--- src/rtl/uart_tx_fifo.sv ---
// ---------------------------------------------------------------------------
// uart_tx_fifo
// CPU-side UART transmitter. Bytes written by the CPU are queued in a small
// circular FIFO and serialised 8N1, LSB first, onto the PC-bound UART line.
// Consecutive queued bytes are sent as contiguous frames: the next start bit
// directly follows the previous stop bit.
//
// Ports:
//   iCpuClock         in   clock, rising edge
//   iCpuReset         in   asynchronous active-low reset
//   iDoUartWrite      in   push request, one byte per cycle while high
//   iUartDataToWrite  in   byte to push
//   iClearOverflow    in   clears oOverflow (a same-edge drop wins)
//   oUartToPc         out  registered serial line, idle high
//   oTxFull           out  FIFO count == depth
//   oTxEmpty          out  FIFO count == 0
//   oTxBusy           out  frame in progress or FIFO non-empty
//   oOverflow         out  sticky: a write was dropped while full
//   oFifoCount        out  FIFO occupancy
// ---------------------------------------------------------------------------
module uart_tx_fifo #(
  parameter int CLKS_PER_BIT    = 180,
  parameter int FIFO_DEPTH_LOG2 = 3
) (
  input  logic                     iCpuClock,
  input  logic                     iCpuReset,
  input  logic                     iDoUartWrite,
  input  logic [7:0]               iUartDataToWrite,
  input  logic                     iClearOverflow,
  output logic                     oUartToPc,
  output logic                     oTxFull,
  output logic                     oTxEmpty,
  output logic                     oTxBusy,
  output logic                     oOverflow,
  output logic [FIFO_DEPTH_LOG2:0] oFifoCount
);

  localparam int DEPTH  = 1 << FIFO_DEPTH_LOG2;
  localparam int PTR_W  = FIFO_DEPTH_LOG2;
  localparam int CNT_W  = FIFO_DEPTH_LOG2 + 1;
  localparam int BAUD_W = (CLKS_PER_BIT > 1) ? $clog2(CLKS_PER_BIT) : 1;

  localparam logic [CNT_W-1:0]  CNT_FULL  = CNT_W'(DEPTH);
  localparam logic [CNT_W-1:0]  CNT_ZERO  = {CNT_W{1'b0}};
  localparam logic [BAUD_W-1:0] BAUD_LAST = BAUD_W'(CLKS_PER_BIT - 1);
  localparam logic [BAUD_W-1:0] BAUD_ZERO = {BAUD_W{1'b0}};
  localparam logic [PTR_W-1:0]  PTR_ONE   = PTR_W'(1);

  typedef enum logic [1:0] {
    ST_IDLE  = 2'd0,
    ST_START = 2'd1,
    ST_DATA  = 2'd2,
    ST_STOP  = 2'd3
  } state_e;

  // FIFO storage and bookkeeping
  logic [7:0]       mem_q [DEPTH];
  logic [PTR_W-1:0] wr_ptr_q, wr_ptr_d;
  logic [PTR_W-1:0] rd_ptr_q, rd_ptr_d;
  logic [CNT_W-1:0] count_q, count_d;
  logic             ovf_q, ovf_d;
  logic             full_q, empty_q;

  // Serialiser
  state_e           state_q;
  logic [BAUD_W-1:0] baud_q;
  logic [2:0]       bit_q;
  logic [7:0]       shift_q;
  logic             line_q;
  logic             busy_q;

  logic full_s, nonempty_s, baud_end_s, push_s, pop_s, drop_s;
  logic [7:0] rd_data_s;

  // Full is judged on the pre-edge count, so a same-edge pop never rescues a write.
  assign full_s     = (count_q == CNT_FULL);
  assign nonempty_s = (count_q != CNT_ZERO);
  assign baud_end_s = (baud_q == BAUD_LAST);
  assign push_s     = iDoUartWrite & ~full_s;
  assign drop_s     = iDoUartWrite & full_s;
  // The FSM loads a byte from IDLE, or at the last cycle of STOP to keep frames contiguous.
  assign pop_s      = nonempty_s & ((state_q == ST_IDLE) | ((state_q == ST_STOP) & baud_end_s));
  assign rd_data_s  = mem_q[rd_ptr_q];

  // Next-state for FIFO pointers, occupancy and the sticky overflow flag.
  always_comb begin
    wr_ptr_d = wr_ptr_q;
    rd_ptr_d = rd_ptr_q;
    count_d  = count_q;
    ovf_d    = ovf_q;

    if (push_s) begin
      wr_ptr_d = wr_ptr_q + PTR_ONE;
    end else begin
      wr_ptr_d = wr_ptr_q;
    end

    if (pop_s) begin
      rd_ptr_d = rd_ptr_q + PTR_ONE;
    end else begin
      rd_ptr_d = rd_ptr_q;
    end

    case ({push_s, pop_s})
      2'b10:   count_d = count_q + CNT_W'(1);
      2'b01:   count_d = count_q - CNT_W'(1);
      default: count_d = count_q;
    endcase

    // A drop on the same edge as a clear keeps the flag set.
    if (drop_s) begin
      ovf_d = 1'b1;
    end else if (iClearOverflow) begin
      ovf_d = 1'b0;
    end else begin
      ovf_d = ovf_q;
    end
  end

  // FIFO data array; contents need no reset because the count guards every read.
  always_ff @(posedge iCpuClock) begin
    if (push_s) begin
      mem_q[wr_ptr_q] <= iUartDataToWrite;
    end
  end

  // FIFO pointer, occupancy and status-flag registers.
  always_ff @(posedge iCpuClock or negedge iCpuReset) begin
    if (!iCpuReset) begin
      wr_ptr_q <= {PTR_W{1'b0}};
      rd_ptr_q <= {PTR_W{1'b0}};
      count_q  <= CNT_ZERO;
      ovf_q    <= 1'b0;
      full_q   <= 1'b0;
      empty_q  <= 1'b1;
    end else begin
      wr_ptr_q <= wr_ptr_d;
      rd_ptr_q <= rd_ptr_d;
      count_q  <= count_d;
      ovf_q    <= ovf_d;
      full_q   <= (count_d == CNT_FULL);
      empty_q  <= (count_d == CNT_ZERO);
    end
  end

  // Transmit FSM: the line level is registered alongside the state it belongs to.
  always_ff @(posedge iCpuClock or negedge iCpuReset) begin
    if (!iCpuReset) begin
      state_q <= ST_IDLE;
      baud_q  <= BAUD_ZERO;
      bit_q   <= 3'd0;
      shift_q <= 8'h00;
      line_q  <= 1'b1;
      busy_q  <= 1'b0;
    end else begin
      case (state_q)
        ST_IDLE: begin
          baud_q <= BAUD_ZERO;
          bit_q  <= 3'd0;
          if (pop_s) begin
            shift_q <= rd_data_s;
            state_q <= ST_START;
            line_q  <= 1'b0;
            busy_q  <= 1'b1;
          end else begin
            line_q  <= 1'b1;
            busy_q  <= (count_d != CNT_ZERO);
          end
        end

        ST_START: begin
          busy_q <= 1'b1;
          if (baud_end_s) begin
            baud_q  <= BAUD_ZERO;
            bit_q   <= 3'd0;
            state_q <= ST_DATA;
            line_q  <= shift_q[0];
          end else begin
            baud_q  <= baud_q + BAUD_W'(1);
          end
        end

        ST_DATA: begin
          busy_q <= 1'b1;
          if (baud_end_s) begin
            baud_q <= BAUD_ZERO;
            if (bit_q == 3'd7) begin
              state_q <= ST_STOP;
              line_q  <= 1'b1;
            end else begin
              // Next bit is shift_q[1], i.e. bit 0 after the shift lands.
              shift_q <= {1'b0, shift_q[7:1]};
              bit_q   <= bit_q + 3'd1;
              line_q  <= shift_q[1];
            end
          end else begin
            baud_q <= baud_q + BAUD_W'(1);
          end
        end

        ST_STOP: begin
          if (baud_end_s) begin
            baud_q <= BAUD_ZERO;
            bit_q  <= 3'd0;
            if (pop_s) begin
              shift_q <= rd_data_s;
              state_q <= ST_START;
              line_q  <= 1'b0;
              busy_q  <= 1'b1;
            end else begin
              state_q <= ST_IDLE;
              line_q  <= 1'b1;
              busy_q  <= (count_d != CNT_ZERO);
            end
          end else begin
            baud_q <= baud_q + BAUD_W'(1);
            busy_q <= 1'b1;
          end
        end

        default: begin
          state_q <= ST_IDLE;
          baud_q  <= BAUD_ZERO;
          bit_q   <= 3'd0;
          line_q  <= 1'b1;
          busy_q  <= (count_d != CNT_ZERO);
        end
      endcase
    end
  end

  assign oUartToPc  = line_q;
  assign oTxFull    = full_q;
  assign oTxEmpty   = empty_q;
  assign oTxBusy    = busy_q;
  assign oOverflow  = ovf_q;
  assign oFifoCount = count_q;

endmodule

--- config.mk ---
export PLATFORM = sky130hd
export DESIGN_NAME = uart_tx_fifo
export DESIGN_NICKNAME = d
export VERILOG_FILES = /design/src/rtl/uart_tx_fifo.sv
export SDC_FILE = /design/constraint.sdc
export NUM_CORES = 1
export LEC_CHECK = 0
export BUFFER_PORTS_ARGS = -buffer_cell sky130_fd_sc_hd__buf_2
export CAP_MARGIN = 20
export CORE_MARGIN = 8
export CORE_UTILIZATION = 65
export CTS_CLUSTER_DIAMETER = 60
export DETAILED_ROUTE_END_ITERATION = 6
export MAX_ROUTING_LAYER = met4
export PLACE_DENSITY = 0.95
export SLEW_MARGIN = 20
export SYNTH_ARGS = -nofsm -noshare
export SYNTH_HDL_FRONTEND = slang
export SYNTH_SLANG_ARGS = --single-unit
export TNS_END_PERCENT = 30
--- constraint.sdc ---
create_clock -name iCpuClock -period 6.4 [get_ports iCpuClock]
set_input_delay 0.32 -clock iCpuClock [delete_from_list [all_inputs] [get_ports iCpuClock]]
set_output_delay 0.32 -clock iCpuClock [all_outputs]
set_load 0.01 [all_outputs]
==> flow_summary.yaml, run 1 <==
placed_design:
  dpl.hpwl_mm: 5.41
  io_buffers: 20
  place_ws_ns: 3.53
  gp_congestion: 0.794
  postPlaceCellArea_sq_um: 4600
  dp_cells: 378
clock_network:
  cts_root_buf: "clkbuf_8"
  worstSkewPairLatency_ns: 0.37
  clk_pin_slew_ns: 0.10
  cts_buffers: 9
  hold_buffers: 0
  clk_path_buf_depth: 2
  cts_setup_buffers: 0
  cts_resized: 0
  cts_tree: "built"
  cts_htree_levels: 3
  cts.sinks: 100
route:
  wl_per_cell_um: 20.8
  dr_total_vias: 2427
  viasPerCell: 6.16
  drcViolationCount: 0
  drt_iter0_markers: 169
  drt_first_pass_iters: 4
  ant_nets: 0
  routed_wl_mm: 8.18
timing:
  period_share: 0.459
  slew_headroom: 0.415
  max_freq_mhz: 340
  period_minus_slack_ns: 2.94
  rsz0062_at_grt: "no"
  fin_ws_ns: 3.46
  final.setup.tns_ns: 0
  hold_violations: 0
  worst_pin_slew_ns: 0.875
  setup_viol: 0
  report.final.slew_viol_count: 0
  fin_hold_ws_ns: 0.0168
  fin_skew_ns: 0.0119
cells_and_area:
  seqCellArea_sq_um: 2830
  multi_input_area_sq_um: 1520
  final.fill_count: 399
  diodes: 0
  drive_above_1_share: 0.255
  syn2layout_area_growth_pct: 8.11
  stdcell_area_sq_um: 4790
  final_nets: 333
  final_cells: 394
  final_cell_mix: "64 x edfxtp_1, 33 x dfrtp_1, 22 x nand2_1"
  final_core_util: 0.716
  final_common_cell: "edfxtp_1"
global_route:
  grtUsageTotal: 0.183
  antenna_found_initial: 0
  grt_max_degree: 37
  first_global_vias: 2523
  grt_overflow: 0
  grt_pass1_wl_mm: 13.0
job:
  cap_violations: 0
floorplan:
  core_area_sq_um: 6680
  fp.dieH_um: 98.5
  ioPinCount: 21
  dieArea_sq_um: 9710
  std_cell_rows: 30
  die_w_um: 98.5
  start_util: 0.663
power:
  p_per_area_nw_per_um2: 468
  power_mw: 2.24
  vdd_drop_max_mv: 0.270
  p_leak_nw: 1.81
yosys:
  synth-main-ff-cell: "edfxtp_1"
  yosysTopAreaCell: "edfxtp_1"
  synth_edf_count: 64
  yosysUniqueCellTypes: 50
  synthTopCellsByArea: "edfxtp_1 43%, dfrtp_1 19%, mux4_2 8.1%"
  ys_seq_area_frac: 0.638
  synthCells: 286
  synth.avg_cell_area_sq_um: 15.5
  ys_warn_count: 0
  syn_nets: 310
  synthArstFlopShare: 0.360
  synth.top_cell.area_share: 0.434
  syn_area_sq_um: 4430
  synth_seq_cells: 100
worst_setup_path:
  worst-path-max-fanout: 7
  critPathKind: "reg2reg"
  startpoint_type: "register"
  worst_setup_path_end_kind: "register"
  worstPathRequired_ns: 6.66
  cp.arrival_ns: 3.20
outcome:
  status: "finished clean"
hold_path:
  hp-class: "in2async"
==> layout make-up <==
class | instances | share of cell area
Clock buffer | 9 | 0.0259
Clock inverter | 7 | 0.0131
Inverter | 5 | 0.00392
Multi-Input combinational cell | 168 | 0.317
Sequential cell | 100 | 0.590
Tap cell | 80 | 0.0209
Timing Repair Buffer | 25 | 0.0288
==> synthesized netlist by cell type, types with 3 or more instances <==
master and n:
a21oi_1 5, a22o_1 3, clkbuf_1 6, dfrtp_1 34, edfxtp_1 64, ha_1 12, inv_1 5, mux2_4 8
mux2i_1 9, mux4_2 16, nand2_1 22, nand2b_1 5, nand3_1 3, nor2_1 18, nor3_1 6, o21ai_0 13
xnor2_1 9, xor2_1 9
==> power by group <==
| part | internal, mW | switching, mW | total, mW |
|---|---|---|---|
| Combinational | 0.414 | 0.406 | 0.820 |
| Sequential | 0.852 | 0.192 | 1.04 |
| Clock | 0.149 | 0.227 | 0.376 |
| Total | 1.42 | 0.825 | 2.24 |
==> logic make-up (layout without fill, tap and decap cells) <==
family,count (synthesis),count (layout),synth area share
AO/OA/AOI/OAI,33,33,0.0531
XOR/XNOR,18,18,0.0356
adder cells (fa/ha/maj),12,12,0.0339
buffers and inverters,18,46,0.0192
flip-flops,100,100,0.638
multiplexers,35,35,0.134
AND/OR/NAND/NOR,70,70,0.0862
==> metal layers <==
layer / up-vias / routed length [um] / global-route usage
met4: 0 / 123 / 0.0767
met5: - / 0 / -
li1: 1118 / - / -
met2: 61 / 4480 / 0.313
met3: 14 / 347 / 0.0437
met1: 1234 / 3230 / 0.201
==> registers in the layout (all words and copies together) (netlist names) <==
name and flops:
mem_q 64, baud_q 8, shift_q 8, oFifoCount 4
bit_q 3, rd_ptr_q 3, wr_ptr_q 3, state_q 2
oOverflow 1, oTxBusy 1, oTxEmpty 1, oTxFull 1
oUartToPc 1
==> path summary, 6_finish.rpt <==
check	depth (start not counted)	to	slack, ns	from
worst min register to register	1	baud_q[0]$_DFF_PN0_	0.48	baud_q[0]$_DFF_PN0_
worst max-delay path	9	oTxBusy$_DFF_PN0_	3.46	baud_q[0]$_DFF_PN0_
worst min-delay path	1	rd_ptr_q[1]$_DFFE_PN0P_	0.02	iCpuReset
max in group asynchronous	1	rd_ptr_q[0]$_DFFE_PN0P_	5.86	iCpuReset
min in group iCpuClock	2	oOverflow$_DFFE_PN0P_	0.16	iClearOverflow
worst max register to register	9	oTxBusy$_DFF_PN0_	3.46	baud_q[0]$_DFF_PN0_
==> worst max-delay path: stages (launching register included) <==
cell,delay [ns]
dfrtp_1,0.39
ha_1,0.20
nor3b_2,0.32
a31oi_4,0.17
nor2_1,0.39
ha_1,0.40
nor4_1,0.28
mux2i_1,0.17
xnor2_1,0.18
o31a_1,0.32
No activity file was read; power rests on OpenSTA's default activity.
==> inputs of run 2 (changes only) <==
CORE_UTILIZATION = 55   (was 65)
PLACE_DENSITY = 0.86   (was 0.95)
clock period = 2.6 ns   (was 6.4 ns; I/O delays follow)
==> run 2 against run 1 <==
  * Design area is 5.4% higher
  * Critical path depth is 1 higher
  * Register-to-register slack worse by 3.3 ns
  * Non-clock buffer count is 20 higher
  * Sequential cell count stayed put
  * Power grew to 2.6 times the previous value
  * Sequential power is 140% higher
  * Worst setup slack worse by 3.3 ns
  * Clock power grew to 2.6 times the previous value
  * Core utilization is 6.7 points lower
  * First-iteration DRC count is 30% lower
  * Largest cell class unchanged
  * Largest power group unchanged
==> flow_summary.yaml, run 2 (synthesis results as in run 1) <==
power:
  power_mw: 5.75
  p_leak_nw: 1.92
  vdd_drop_max_mv: 0.676
  p_per_area_nw_per_um2: 1140
worst_setup_path:
  cp.arrival_ns: 2.71
  rr_endpoint: "oTxBusy$_DFF_PN0_"
  r2r_cells: 10
  critPathKind: "reg2reg"
  worst_setup_path_end_kind: "register"
  worst-path-max-fanout: 6
  r2r-start: "baud_q[0]$_DFF_PN0_"
  reg2reg_slack_ns: 0.14
  startpoint_type: "register"
  worstPathRequired_ns: 2.85
cells_and_area:
  multi_input_area_sq_um: 1570
  final_common_cell: "edfxtp_1"
  final_core_util: 0.650
  syn2layout_area_growth_pct: 14.0
  seqCellArea_sq_um: 2830
  final_cells: 436
  final.fill_count: 516
  top_register: "mem_q"
  top_regs: "mem_q: 64 flops, baud_q: 8 flops, shift_q: 8 flops"
  largest_reg_flops: 64
  diodes: 0
  final_nets: 353
  stdcell_area_sq_um: 5050
  drive_above_1_share: 0.311
  final_cell_mix: "64 x edfxtp_1, 33 x dfrtp_1, 22 x nand2_1, 22 x buf_4, 20 x buf_2"
global_route:
  grtUsageTotal: 0.145
  grt.met1_usage: 0.168
  antenna_found_initial: 0
  grt_max_degree: 37
  grt_overflow: 0
  busiest_layer: "met2"
  first_global_vias: 2466
  grt_pass1_wl_mm: 12.3
  grt_util_met2: 0.237
  met3_usage: 0.0286
clock_network:
  cts_tree: "built"
  clk_pin_slew_ns: 0.11
  worstSkewPairLatency_ns: 0.37
  cts_root_buf: "clkbuf_8"
  cts_htree_levels: 3
  cts.sinks: 100
  clk_path_buf_depth: 2
  cts_buffers: 9
route:
  routed_wl_mm: 7.74
  viasPerCell: 5.56
  drt_iter0_markers: 119
  drt_first_pass_iters: 4
  ant_nets: 0
  wl_per_cell_um: 17.8
  drcViolationCount: 0
  dr_total_vias: 2422
placed_design:
  io_buffers: 20
  dpl.hpwl_mm: 5.05
  gp_congestion: 0.820
  dp_cells: 415
  postPlaceCellArea_sq_um: 4740
  place_ws_ns: 0.00670
floorplan:
  dieArea_sq_um: 11200
  std_cell_rows: 32
  die_w_um: 106
  start_util: 0.570
  core_area_sq_um: 7770
  fp.dieH_um: 106
  ioPinCount: 21
timing:
  report.final.slew_viol_count: 0
  fin_skew_ns: 0.0170
  period_share: 0.946
  period_minus_slack_ns: 2.46
  fin_ws_ns: 0.141
  max_freq_mhz: 407
  slew_headroom: 0.478
  worst_pin_slew_ns: 0.784
  setup_viol: 0
  hold_violations: 0
job:
  cap_violations: 0
hold_path:
  hp-start: "iUartDataToWrite[6]"
  min_delay_path_depth: 1
  whs_endpoint: "mem_q[4][6]$_DFFE_PP_"
  hp-class: "in2reg"
outcome:
  status: "finished clean"
## run 2: cell count changes in the layout (fill, tap and decap cells not counted), sizes merged
cell	change
dlygate4sd3	+3
buf	+17
clkinvlp	-1
clkinv	+1
## run 2: power by group
part	leakage (nW)	switching, mW	internal [mW]
combinational	0.794	1.09	1.19
clock	0.105	0.598	0.389
sequential	1.03	0.383	2.10
## run 2: stage by stage
step / hold WS, ns / TNS (ns)
final: 0.0122 / 0
after global routing: 0.0114 / -0.0365
after CTS: 0.000250 / 0
after detailed placement: 0.251 / 0
after global placement: 0.254 / 0
after floorplan: -0.166 / 0
## run 2: cell type report
| cell class | count | share of cell area |
|---|---|---|
| clock buffer | 9 | 0.0245 |
| clock inverter | 7 | 0.0166 |
| inverter | 5 | 0.00372 |
| multi-input combinational | 168 | 0.311 |
| sequential | 100 | 0.560 |
| tap | 102 | 0.0253 |
| timing repair buffer | 45 | 0.0585 |
## run 2: how the worst max path moves through the flow
stage	start	cells after the start	to	slack, ns
2_1_floorplan	baud_q[0]$_DFF_PN0_	10	oTxBusy$_DFF_PN0_	0.02
3_3_place_gp	baud_q[0]$_DFF_PN0_	11	oTxBusy$_DFF_PN0_	0.11
3_5_place_dp	baud_q[0]$_DFF_PN0_	11	oTxBusy$_DFF_PN0_	0.007
4_1_cts	baud_q[0]$_DFF_PN0_	11	oTxBusy$_DFF_PN0_	0.06
5_1_grt	baud_q[0]$_DFF_PN0_	11	oTxBusy$_DFF_PN0_	-0.04
6_report	baud_q[0]$_DFF_PN0_	10	oTxBusy$_DFF_PN0_	0.14
## run 2: repair_timing
action	4_1_cts	5_1_grt
gates resized for setup	2	8
setup endpoints to repair	1	3
hold buffers	3	0
setup buffers	0	2
pin swaps	0	5
hold endpoints to repair	43	0
## run 2: critical path, cell delays in order, from the launching register on
cell and delay [ns]:
dfrtp_1 0.44, ha_4 0.18, nor3b_4 0.16, a31oi_4 0.26, nor2_2 0.07, ha_2 0.34
buf_4 0.15, a21oi_1 0.05, mux2i_1 0.25, xnor2_1 0.15, o31a_1 0.32
## run 2: per-layer routing
layer,wire length (um),vias up
met5,0,-
met4,123,0
met3,304,12
met2,4020,55
met1,3300,1200
li1,-,1155
